## src/rtl/vram_rect_fill_pkg.sv

```systemverilog
// Shared frame geometry, colour constants and fill FSM state encoding
// for the video memory rectangle fill engine.
package vram_rect_fill_pkg;

  localparam int unsigned COORD_WIDTH = 8;
  localparam int unsigned COLOR_WIDTH = 3;
  localparam int unsigned FB_WIDTH    = 256;
  localparam int unsigned FB_HEIGHT   = 256;

  // Colours are ordered {R,G,B}
  localparam logic [2:0] BLACK   = 3'b000;
  localparam logic [2:0] BLUE    = 3'b001;
  localparam logic [2:0] GREEN   = 3'b010;
  localparam logic [2:0] CYAN    = 3'b011;
  localparam logic [2:0] RED     = 3'b100;
  localparam logic [2:0] MAGENTA = 3'b101;
  localparam logic [2:0] YELLOW  = 3'b110;
  localparam logic [2:0] WHITE   = 3'b111;

  typedef enum logic [1:0] {
    IDLE = 2'd0,
    FILL = 2'd1,
    DONE = 2'd2
  } fill_state_t;

endpackage

```

## src/rtl/vram_rect_fill_xy_scan.sv

```systemverilog
// Loadable row-major column/row scan counter with stall and a last-pixel flag.
module vram_xy_scan #(
  parameter int unsigned COORD_WIDTH = 8
) (
  input  logic                   clk,
  input  logic                   rst,
  input  logic                   load,
  input  logic                   advance,
  input  logic [COORD_WIDTH-1:0] x_start,
  input  logic [COORD_WIDTH-1:0] y_start,
  input  logic [COORD_WIDTH-1:0] x_end,
  input  logic [COORD_WIDTH-1:0] y_end,
  output logic [COORD_WIDTH-1:0] col,
  output logic [COORD_WIDTH-1:0] row,
  output logic                   last
);

  logic [COORD_WIDTH-1:0] x_first;
  logic [COORD_WIDTH-1:0] x_last;
  logic [COORD_WIDTH-1:0] y_last;

  always_comb begin
    last = (col == x_last) && (row == y_last);
  end

  // Counters never step past the latched end coordinates, so no wrap at 255
  always_ff @(posedge clk or posedge rst) begin
    if (rst) begin
      col     <= '0;
      row     <= '0;
      x_first <= '0;
      x_last  <= '0;
      y_last  <= '0;
    end else if (load) begin
      col     <= x_start;
      row     <= y_start;
      x_first <= x_start;
      x_last  <= x_end;
      y_last  <= y_end;
    end else if (advance && !last) begin
      if (col == x_last) begin
        col <= x_first;
        row <= row + COORD_WIDTH'(1);
      end else begin
        col <= col + COORD_WIDTH'(1);
      end
    end
  end

endmodule

```

## src/rtl/vram_rect_fill.sv

```systemverilog
// Rectangle fill engine: clips a command to the frame and emits one
// registered pixel write per unstalled cycle, row-major.
module vram_rect_fill #(
  parameter int unsigned COORD_WIDTH = vram_rect_fill_pkg::COORD_WIDTH,
  parameter int unsigned COLOR_WIDTH = vram_rect_fill_pkg::COLOR_WIDTH
) (
  input  logic                     Clock,
  input  logic                     Reset,
  input  logic                     iStart,
  input  logic [COORD_WIDTH-1:0]   iX,
  input  logic [COORD_WIDTH-1:0]   iY,
  input  logic [COORD_WIDTH:0]     iWidth,
  input  logic [COORD_WIDTH:0]     iHeight,
  input  logic [COLOR_WIDTH-1:0]   iColor,
  input  logic                     iStall,
  output logic                     oWriteEnable,
  output logic [2*COORD_WIDTH-1:0] oWriteAddress,
  output logic [COLOR_WIDTH-1:0]   oWriteColor,
  output logic                     oBusy,
  output logic                     oDone
);

  import vram_rect_fill_pkg::*;

  localparam int unsigned SW = COORD_WIDTH + 1;
  localparam logic [SW-1:0] FRAME = SW'(1) << COORD_WIDTH;

  fill_state_t            state;
  logic [COLOR_WIDTH-1:0] color_q;
  logic [SW-1:0]          span_w, span_h, weff, heff;
  logic [COORD_WIDTH-1:0] x_end, y_end, col, row;
  logic                   zero_area, accept, last;

  // Sizes clipped in 9-bit arithmetic; a full-width span (256) has low bits 0,
  // so the 8-bit end coordinate still wraps to 255 correctly.
  always_comb begin
    span_w    = FRAME - {1'b0, iX};
    span_h    = FRAME - {1'b0, iY};
    weff      = (iWidth  < span_w) ? iWidth  : span_w;
    heff      = (iHeight < span_h) ? iHeight : span_h;
    x_end     = iX + weff[COORD_WIDTH-1:0] - COORD_WIDTH'(1);
    y_end     = iY + heff[COORD_WIDTH-1:0] - COORD_WIDTH'(1);
    zero_area = (weff == '0) || (heff == '0);
    accept    = (state == IDLE) && iStart && !oDone;
  end

  vram_xy_scan #(.COORD_WIDTH(COORD_WIDTH)) u_scan (
    .clk     (Clock),
    .rst     (Reset),
    .load    (accept && !zero_area),
    .advance ((state == FILL) && !iStall),
    .x_start (iX),
    .y_start (iY),
    .x_end   (x_end),
    .y_end   (y_end),
    .col     (col),
    .row     (row),
    .last    (last)
  );

  always_ff @(posedge Clock or posedge Reset) begin
    if (Reset) begin
      state         <= IDLE;
      color_q       <= '0;
      oWriteEnable  <= 1'b0;
      oWriteAddress <= '0;
      oWriteColor   <= '0;
      oBusy         <= 1'b0;
      oDone         <= 1'b0;
    end else begin
      case (state)
        IDLE: begin
          oDone        <= 1'b0;
          oWriteEnable <= 1'b0;
          if (accept) begin
            color_q <= iColor;
            // Zero-area commands pulse oDone straight from IDLE, never busy
            if (zero_area) begin
              oDone <= 1'b1;
            end else begin
              state <= FILL;
              oBusy <= 1'b1;
            end
          end
        end
        FILL: begin
          oWriteEnable  <= !iStall;
          oWriteAddress <= {row, col};
          oWriteColor   <= color_q;
          if (!iStall && last) begin
            state <= DONE;
          end
        end
        DONE: begin
          oWriteEnable <= 1'b0;
          oBusy        <= 1'b0;
          oDone        <= 1'b1;
          state        <= IDLE;
        end
        default: state <= IDLE;
      endcase
    end
  end

endmodule

```

## config.mk

```make
export PLATFORM = sky130hd
export DESIGN_NAME = vram_rect_fill
export DESIGN_NICKNAME = d
export VERILOG_FILES = /design/src/rtl/vram_rect_fill_pkg.sv /design/src/rtl/vram_rect_fill_xy_scan.sv /design/src/rtl/vram_rect_fill.sv
export SDC_FILE = /design/constraint.sdc
export NUM_CORES = 1
export LEC_CHECK = 0
export CAP_MARGIN = 40
export CELL_PAD_IN_SITES_DETAIL_PLACEMENT = 1
export CELL_PAD_IN_SITES_GLOBAL_PLACEMENT = 1
export CORE_ASPECT_RATIO = 0.6
export CORE_MARGIN = 5
export CORE_UTILIZATION = 48
export CTS_BUF_LIST = sky130_fd_sc_hd__clkbuf_4 sky130_fd_sc_hd__clkbuf_8
export CTS_CLUSTER_DIAMETER = 120
export CTS_CLUSTER_SIZE = 28
export DETAILED_ROUTE_END_ITERATION = 6
export HOLD_SLACK_MARGIN = 0.03
export PLACE_DENSITY_LB_ADDON = 0.1
export SETUP_SLACK_MARGIN = 0.4
export SLEW_MARGIN = 20
export SYNTH_ARGS = -nofsm -noshare
export SYNTH_HDL_FRONTEND = slang
export SYNTH_SLANG_ARGS = --single-unit
```

## constraint.sdc

```tcl
create_clock -name Clock -period 3.8 [get_ports Clock]
set_clock_uncertainty 0.1 [all_clocks]
set_input_delay 0.76 -clock Clock [delete_from_list [all_inputs] [get_ports Clock]]
set_output_delay 0.76 -clock Clock [all_outputs]
set_load 0.02 [all_outputs]
```

==> summary.md, run 1 <==
| Metric | Value |
|---|---|
| Input/output buffers | `62` |
| Cell taking the most area after synthesis | `dfrtp_1` |
| Syn_area_per_cell | `9.89 um^2` |
| Ys flop type | `dfrtp_1` |
| Hpwl dp | `14000 um` |
| Yosys reg bits | `67` |
| Syn nets | `571` |
| Clk sinks | `67` |
| Die span in x | `139 um` |
| Final Wtd Congestion | `0.910` |
| Clk Tree Root Cell | `clkbuf_8` |
| Initial Util | `49.0%` |
| TritonCTS buffer count | `9` |
| Part of the Yosys area used for sequential elements | `34.7%` |
| Chip height | `87.7 um` |
| CTS Buffer Depth | `2` |
| Hold Buf Count CTS | `0` |
| Status | `stopped before the end` |
| Post-synth EDFFs | `0` |
| Site row count | `28` |
| Yosys cell types | `54` |
| Mapped Area | `0.00483 mm^2` |
| Err | `[ERROR DPL-0033] detailed placement checks failed during check placement.` |
| Boundary pin count | `63` |
| # H-tree levels | `3` |
| Top-area cell type share of the netlist area | `34.7%` |
| Post-cts repair resize count | `178` |
| Main area contributors after synthesis | `dfrtp_1 35%, ha_1 10%, mux2_2 10%, xnor2_1 5.6%, inv_1 4.0%` |
| Stopping stage | `clock tree synthesis` |
| Post-synth ARST share | `100%` |
| Post-CTS Setup Inserts | `45` |
| Cells after Synth | `488` |
| Synthesis Warnings | `0` |
==> through the flow <==
stage	worst slack [ns]	hold slack (ns)	cell area, um^2	TNS [ns]	std cells
2_1_floorplan	-0.875	0.377	5030	-4.10	488
3_3_place_gp	-1.55	0.365	6550	-28.06	781
3_5_place_dp	-1.70	0.389	6550	-36.65	781
==> cell usage after synthesis, types with 3 or more instances <==
master,number
and4_1,3
xnor2_1,31
nand3_1,12
a21oi_1,31
ha_1,40
clkbuf_1,6
o21ai_0,8
a21o_1,7
xor2_1,22
a221o_1,8
or3_1,3
nand4_1,4
a31oi_1,3
buf_6,5
nand2_1,18
o21bai_1,5
and2_1,5
dfrtp_1,67
nor3_1,10
a211oi_1,7
nor2_1,29
mux2i_1,15
inv_1,52
nor4_1,7
o31ai_1,3
mux2_2,43
and3_1,4
==> kinds of logic after synthesis <==
kind of cell,after synthesis,synth area share (%)
mux,58,13.1
flops,67,34.7
fa+ha+maj,42,11.2
compound gates,90,12.9
simple gates,110,11.9
xor+xnor,54,10.1
buf+inv,67,6.04
==> run 2: changes to the inputs <==
CELL_PAD_IN_SITES_DETAIL_PLACEMENT = unset   (was 1)
CELL_PAD_IN_SITES_GLOBAL_PLACEMENT = unset   (was 1)
CORE_ASPECT_RATIO = unset   (was 0.6)
CORE_UTILIZATION = 40   (was 48)
CTS_BUF_LIST = unset   (was sky130_fd_sc_hd__clkbuf_4 sky130_fd_sc_hd__clkbuf_8)
CTS_CLUSTER_DIAMETER = unset   (was 120)
CTS_CLUSTER_SIZE = unset   (was 28)
HOLD_SLACK_MARGIN = unset   (was 0.03)
PLACE_DENSITY_LB_ADDON = 0.15   (was 0.1)
SETUP_SLACK_MARGIN = unset   (was 0.4)
==> run 2 against run 1 <==
  * The flow now finishes, with violations (negative setup slack)
  * Synthesized cell count unchanged
  * Area after synthesis unchanged
==> summary.md, run 2 <==
| Metric | Value |
|---|---|
| Status | `finished with violations` |
| Failing checks | `negative setup slack` |
| Core Region | `0.0119 mm^2` |
| Post-synth ARST share | `100%` |
| Final Wtd Congestion | `0.872` |
| Routed len/inst | `15.4 um` |
| Mux share of post-synthesis cell area | `13.1%` |
| # H-tree levels | `3` |
| Antenna Violating Nets Remaining | `0` |
| PD cells | `527 mW/mm^2` |
| Largest family of logic cells by synthesized area | `multiplexers` |
| Final Hold Fails | `0` |
| Chip height | `120 um` |
| Overflow left after global routing | `0` |
| Post-synth EDFFs | `0` |
| Syn_area_per_cell | `9.89 um^2` |
| Final design area excluding fillers | `0.00747 mm^2` |
| Hpwl dp | `9930 um` |
| CTS tree | `yes` |
| Routed WL | `12900 um` |
| Most used cell, CP | `a21oi_2` |
| Cell taking the most area after synthesis | `dfrtp_1` |
| Finished Core Util | `62.7%` |
| Hold Path Class | `reg -> reg` |
| Commonest cells post-synth | `67 x dfrtp_1, 52 x inv_1, 43 x mux2_2` |
| Slowest stage delay, CP | `0.38 ns` |
| Slew margin rel. | `54.3%` |
| Register bank with the most flops | `oWriteAddress` |
| Part of the Yosys area used for sequential elements | `34.7%` |
| Initial Util | `40.5%` |
| Adder-Cell Fraction of Synth Area | `11.2%` |
| Placed cells | `799` |
| Worst path required time | `3.91 ns` |
| Die span in x | `120 um` |
| Syn nets | `571` |
| Yosys reg bits | `67` |
| Post-DP Area | `0.00655 mm^2` |
| Clk Tree Root Cell | `clkbuf_16` |
| Clk sinks | `67` |
| Setup crit end kind | `register` |
| TNS Setup | `-3.49 ns` |
| CP Launch Type | `input pin` |
| Max Slew Vio Count | `0` |
| RSZ-0062 raised after global routing | `yes` |
| Crit share post-route | `117%` |
| F_max | `226 MHz` |
| Arr. time, crit path | `4.54 ns` |
| Worst-path fanout max | `6` |
| Remaining DRCs | `0` |
| Die area | `0.0144 mm^2` |
| CP Class | `in -> reg` |
| Final hold slack | `0.394 ns` |
| Boundary pin count | `63` |
| ANT cells | `0` |
| Detail-routed via count per cell | `5.13` |
| Commonest non-fill, non-tap cells in the layout | `122 x buf_4, 67 x dfrtp_1, 47 x clkdlybuf4s50_1` |
| Top-area cell type share of the netlist area | `34.7%` |
| Vias post-DR | `4307` |
| Synthesis Warnings | `0` |
| Main area contributors after synthesis | `dfrtp_1 35%, ha_1 10%, mux2_2 10%, xnor2_1 5.6%, inv_1 4.0%` |
| Final WS setup | `-0.627 ns` |
| Largest register FFs | `16` |
| Layout cells sized above 1 | `42.5%` |
| Nets | `770` |
| Ys flop type | `dfrtp_1` |
| Input/output buffers | `62` |
| Fin cells | `839` |
| Area Growth Syn to Fin | `54.7%` |
| Clock Latency Late Sink | `0.33 ns` |
| Worst vdd ir | `531 uV` |
| Antenna violations before repair | `0` |
| Yosys cell types | `54` |
| Vias in the first global route | `4504` |
| # fillers | `1004` |
| Post-synthesis simple-gate area fraction | `11.9%` |
| Synth Area in XOR/XNOR | `10.1%` |
| Site row count | `40` |
| Slowest cell on crit path | `o41ai_2` |
| Total global routing track utilization | `18.4%` |
| Largest net degree at the start of global routing | `28` |
| Leak | `3.34 nW` |
| Commonest non-fill, non-tap cell in the layout | `buf_4` |
| Slew @ Worst Pin | `0.679 ns` |
| CTS Buffer Depth | `2` |
| Most common cell in the netlist | `dfrtp_1` |
| MaxCap Viol Count | `0` |
| Final setup vio count | `10` |
| TritonCTS buffer count | `9` |
| Synth Area in Compound Gates | `12.9%` |
| Initial DRC count | `214` |
| Cells after Synth | `488` |
| First-pass GRT wire length | `21400 um` |
| Reg clk slew, reported paths | `0.05 ns` |
| DR pass1 iterations | `6` |
| Mapped Area | `0.00483 mm^2` |
| Min Clock Period, post-route | `4.43 ns` |
| Hold Buf Count CTS | `0` |
## run 2: cell counts after synthesis
Identical to the previous run, type by type.
## run 2: kinds of logic (layout without fill, tap and decap cells)
kind of cell             after synthesis  in the layout
AO/OA/AOI/OAI                         90             90
XOR/XNOR                              54             54
adder cells (fa/ha/maj)               42             42
buffers and inverters                 67            271
flip-flops                            67             67
multiplexers                          58             58
AND/OR/NAND/NOR                      110            110
## run 2: report_power, final
part | switching, W | total (W) | internal [W]
logic | 0.000780 | 0.00187 | 0.00109
registers | 0.000298 | 0.00135 | 0.00105
clock network | 0.000281 | 0.000719 | 0.000438
## run 2: metrics by stage
| step | total power (W) | setup WS, ns |
|---|---|---|
| floorplan | 0.00234 | -0.875 |
| global placement | 0.00296 | -1.56 |
| detailed placement | 0.00301 | -1.62 |
| CTS | 0.00382 | -0.743 |
| global route | 0.00422 | -0.849 |
| finish | 0.00394 | -0.627 |
## run 2: per-layer routing
layer	track usage (%)	share of wire (%)	up-vias
li1	-	-	2134
met4	4.80	1.6	0
met5	0	0	-
met1	21.9	42	2094
met3	3.58	2.7	18
met2	33.8	53	61
## run 2: path summary, 6_finish.rpt
check	startpoint	to	slack, ns	cells after the start
min in group asynchronous	Reset	oWriteAddress[5]$_DFFE_PP0N_	0.69	2
worst max-delay path	iX[1]	u_scan.x_last[7]$_DFFE_PP0P_	-0.63	26
worst max register to register	u_scan.col[5]$_DFFE_PP0P_	u_scan.row[7]$_DFFE_PP0P_	1.02	9
worst min-delay path	oBusy$_DFFE_PP0P_	oBusy$_DFFE_PP0P_	0.39	1
max in group asynchronous	Reset	u_scan.y_last[3]$_DFFE_PP0P_	2.16	3
worst min register to register	oBusy$_DFFE_PP0P_	oBusy$_DFFE_PP0P_	0.39	1
## run 2: worst max-delay path: cells and delay by family
kind | cells | cell delay (ns)
xor+xnor | 3 | 0.42
buf+inv | 6 | 0.42
compound gates | 8 | 1.19
fa+ha+maj | 5 | 1.21
simple gates | 3 | 0.31
mux | 1 | 0.26
## run 2: what timing repair did
| action | 4_1_cts | 5_1_grt |
|---|---|---|
| setup endpoints to repair | 43 | 40 |
| pin swaps | 45 | 38 |
| resized for setup | 109 | 55 |
| buffers inserted | 13 | 16 |
## run 2: layout make-up
cell class / count / area (um^2) / share of cell area, %
clock buffer: 13 / 240 / 3.22
clock inverter: 3 / 15.0 / 0.201
inverter: 52 / 208 / 2.78
multi-input combinational: 354 / 3370 / 45.2
sequential: 67 / 1680 / 22.5
tap: 147 / 184 / 2.46
timing repair buffer: 203 / 1770 / 23.7
Note: power is estimated with default switching activity, not from simulation.
==> run 3: changes to the inputs <==
clock period = 4.66 ns   (was 3.8 ns; I/O delays follow)
==> run 3 against run 2 <==
  * The flow now finishes without violations
  * Via count fell by 1.6%
  * Utilization fell by 2.5 points
  * Clock power fell by 6.5%
  * Die area did not move
  * Worst hold slack got worse by 0.010 ns
  * Wire length rose by 0.32%
  * Final area fell by 4.0%
  * Setup slack improved by 0.73 ns
  * First-iteration DRC count fell by 7.5%
  * Total power fell by 19%
  * Non-clock buffer count fell by 24
  * Cell count fell by 3.0%
  * Critical path type unchanged
  * Largest power group unchanged
==> summary.md, run 3 (synthesis results as in run 2) <==
| Metric | Value |
|---|---|
| Status | `finished clean` |
| Antenna violations before repair | `0` |
| Vias in the first global route | `4594` |
| Slowest stage delay, CP | `0.37 ns` |
| Largest register FFs | `16` |
| Placed cells | `776` |
| Register bank with the most flops | `oWriteAddress` |
| Die span in x | `120 um` |
| DP Worst Slack | `-0.850 ns` |
| Reg clk slew, reported paths | `0.05 ns` |
| Chip height | `120 um` |
| Worst-path fanout max | `4` |
| TNS Setup | `0 ns` |
| Largest net degree at the start of global routing | `32` |
| CP delay by family, top | `adder cells` |
| Vias post-DR | `4237` |
| Leak | `3.20 nW` |
| Levels on crit path | `22` |
| Routed len/inst | `15.9 um` |
| Fin cells | `814` |
| Slew @ Worst Pin | `0.648 ns` |
| Site row count | `40` |
| CTS Buffer Depth | `2` |
| Hold Path Stages | `1` |
| CTS tree | `yes` |
| Routed WL | `13000 um` |
| Slew margin rel. | `56.7%` |
| RSZ-0062 raised after global routing | `yes` |
| TritonCTS buffer count | `9` |
| Hpwl dp | `9680 um` |
| MaxCap Viol Count | `0` |
| Slowest cell on crit path | `fa_2` |
| Max Slew Vio Count | `0` |
| Hold Buf Count CTS | `0` |
| CP Launch Type | `input pin` |
| Hold Path Class | `reg -> reg` |
| Nets | `746` |
| Detail-routed via count per cell | `5.21` |
| Worst path required time | `4.78 ns` |
| Initial DRC count | `198` |
| Crit-path cells | `buf_6 > nor3_4 > and2_4 > nand3_4 > xnor2_2 > ha_1 > and2_4 > o2111ai_4 > o211ai_1 > nor2_4 > mux2i_2 > ha_2 > inv_2 > ha_4 > fa_2 > a21oi_2 > o21bai_1 > a21o_1 > a21oi_2 > xnor2_1 > xnor2_1 > mux2_4` |
| Remaining DRCs | `0` |
| R2R setup slack | `1.67 ns` |
| CP Class | `in -> reg` |
| F_max | `219 MHz` |
| Core Region | `0.0119 mm^2` |
| Clk Tree Root Cell | `clkbuf_16` |
| Commonest non-fill, non-tap cells in the layout | `107 x buf_4, 67 x dfrtp_1, 47 x clkdlybuf4s50_1` |
| Antenna Violating Nets Remaining | `0` |
| DR pass1 iterations | `4` |
| Layout cells sized above 1 | `38.7%` |
| Input/output buffers | `62` |
| First-pass GRT wire length | `21700 um` |
| Final setup vio count | `0` |
| Boundary pin count | `63` |
| Clock Latency Late Sink | `0.33 ns` |
| Commonest non-fill, non-tap cell in the layout | `buf_4` |
| # H-tree levels | `3` |
| Buf/Inv on CP | `2` |
| Final WS setup | `0.102 ns` |
| PD cells | `444 mW/mm^2` |
| Total global routing track utilization | `18.6%` |
| Arr. time, crit path | `4.68 ns` |
| Setup crit end kind | `register` |
| ANT cells | `0` |
| Clk sinks | `67` |
| Initial Util | `40.5%` |
| Final Hold Fails | `0` |
| Die area | `0.0144 mm^2` |
| Area Growth Syn to Fin | `48.6%` |
| Final hold slack | `0.384 ns` |
| Min Clock Period, post-route | `4.56 ns` |
| FF-to-FF path depth | `8` |
| Final Wtd Congestion | `0.900` |
| Worst vdd ir | `383 uV` |
| Overflow left after global routing | `0` |
| Crit share post-route | `97.8%` |
-- run 3: final cells by class --
type / count / area [um^2]
Fill cell: 1056 / 4740
Multi-Input combinational cell: 354 / 3270
Sequential cell: 67 / 1680
Timing Repair Buffer: 179 / 1550
Clock buffer: 13 / 260
Inverter: 52 / 195
Tap cell: 147 / 184
Clock inverter: 2 / 35.0
-- run 3: metal layers --
metal  wire length, um  GRT usage, %  vias up
met5                 0             0        -
met4               170          4.08        0
met3               413          4.38       17
met2              6880          34.1       72
met1              5510          22.0     2065
li1                  -             -     2083
-- run 3: timing repair --
| action | 4_1_cts | 5_1_grt |
|---|---|---|
| endpoints found under the hold margin | 0 | 0 |
| pin swaps | 38 | 47 |
| endpoints found under the setup margin | 9 | 6 |
| resized for setup | 73 | 53 |
| setup buffers | 13 | 11 |
-- run 3: path summary, 6_finish.rpt --
check	start	end
max	iY[0]	u_scan.y_last[7]$_DFFE_PP0P_
min	oBusy$_DFFE_PP0P_	oBusy$_DFFE_PP0P_
max reg2reg	u_scan.col[5]$_DFFE_PP0P_	u_scan.col[1]$_DFFE_PP0P_
min reg2reg	oBusy$_DFFE_PP0P_	oBusy$_DFFE_PP0P_
max in group asynchronous	Reset	oWriteAddress[15]$_DFFE_PP0N_
min in group asynchronous	Reset	oWriteAddress[5]$_DFFE_PP0N_
-- run 3: per-stage QoR --
step           power, W  area (um^2)  utilization [%]
6_report        0.00318         7170             60.2
5_1_grt         0.00342         7170             60.2
4_1_cts         0.00316         6950             58.4
3_5_place_dp    0.00243         6370             53.5
3_3_place_gp    0.00238         6330             53.2
2_1_floorplan   0.00190         4920                -
-- run 3: power breakdown --
group	switching, W	leakage [nW]	internal, W
clock network	0.000233	0.146	0.000439
logic	0.000602	2.25	0.000810
registers	0.000245	0.798	0.000855
total	0.00108	3.20	0.00210
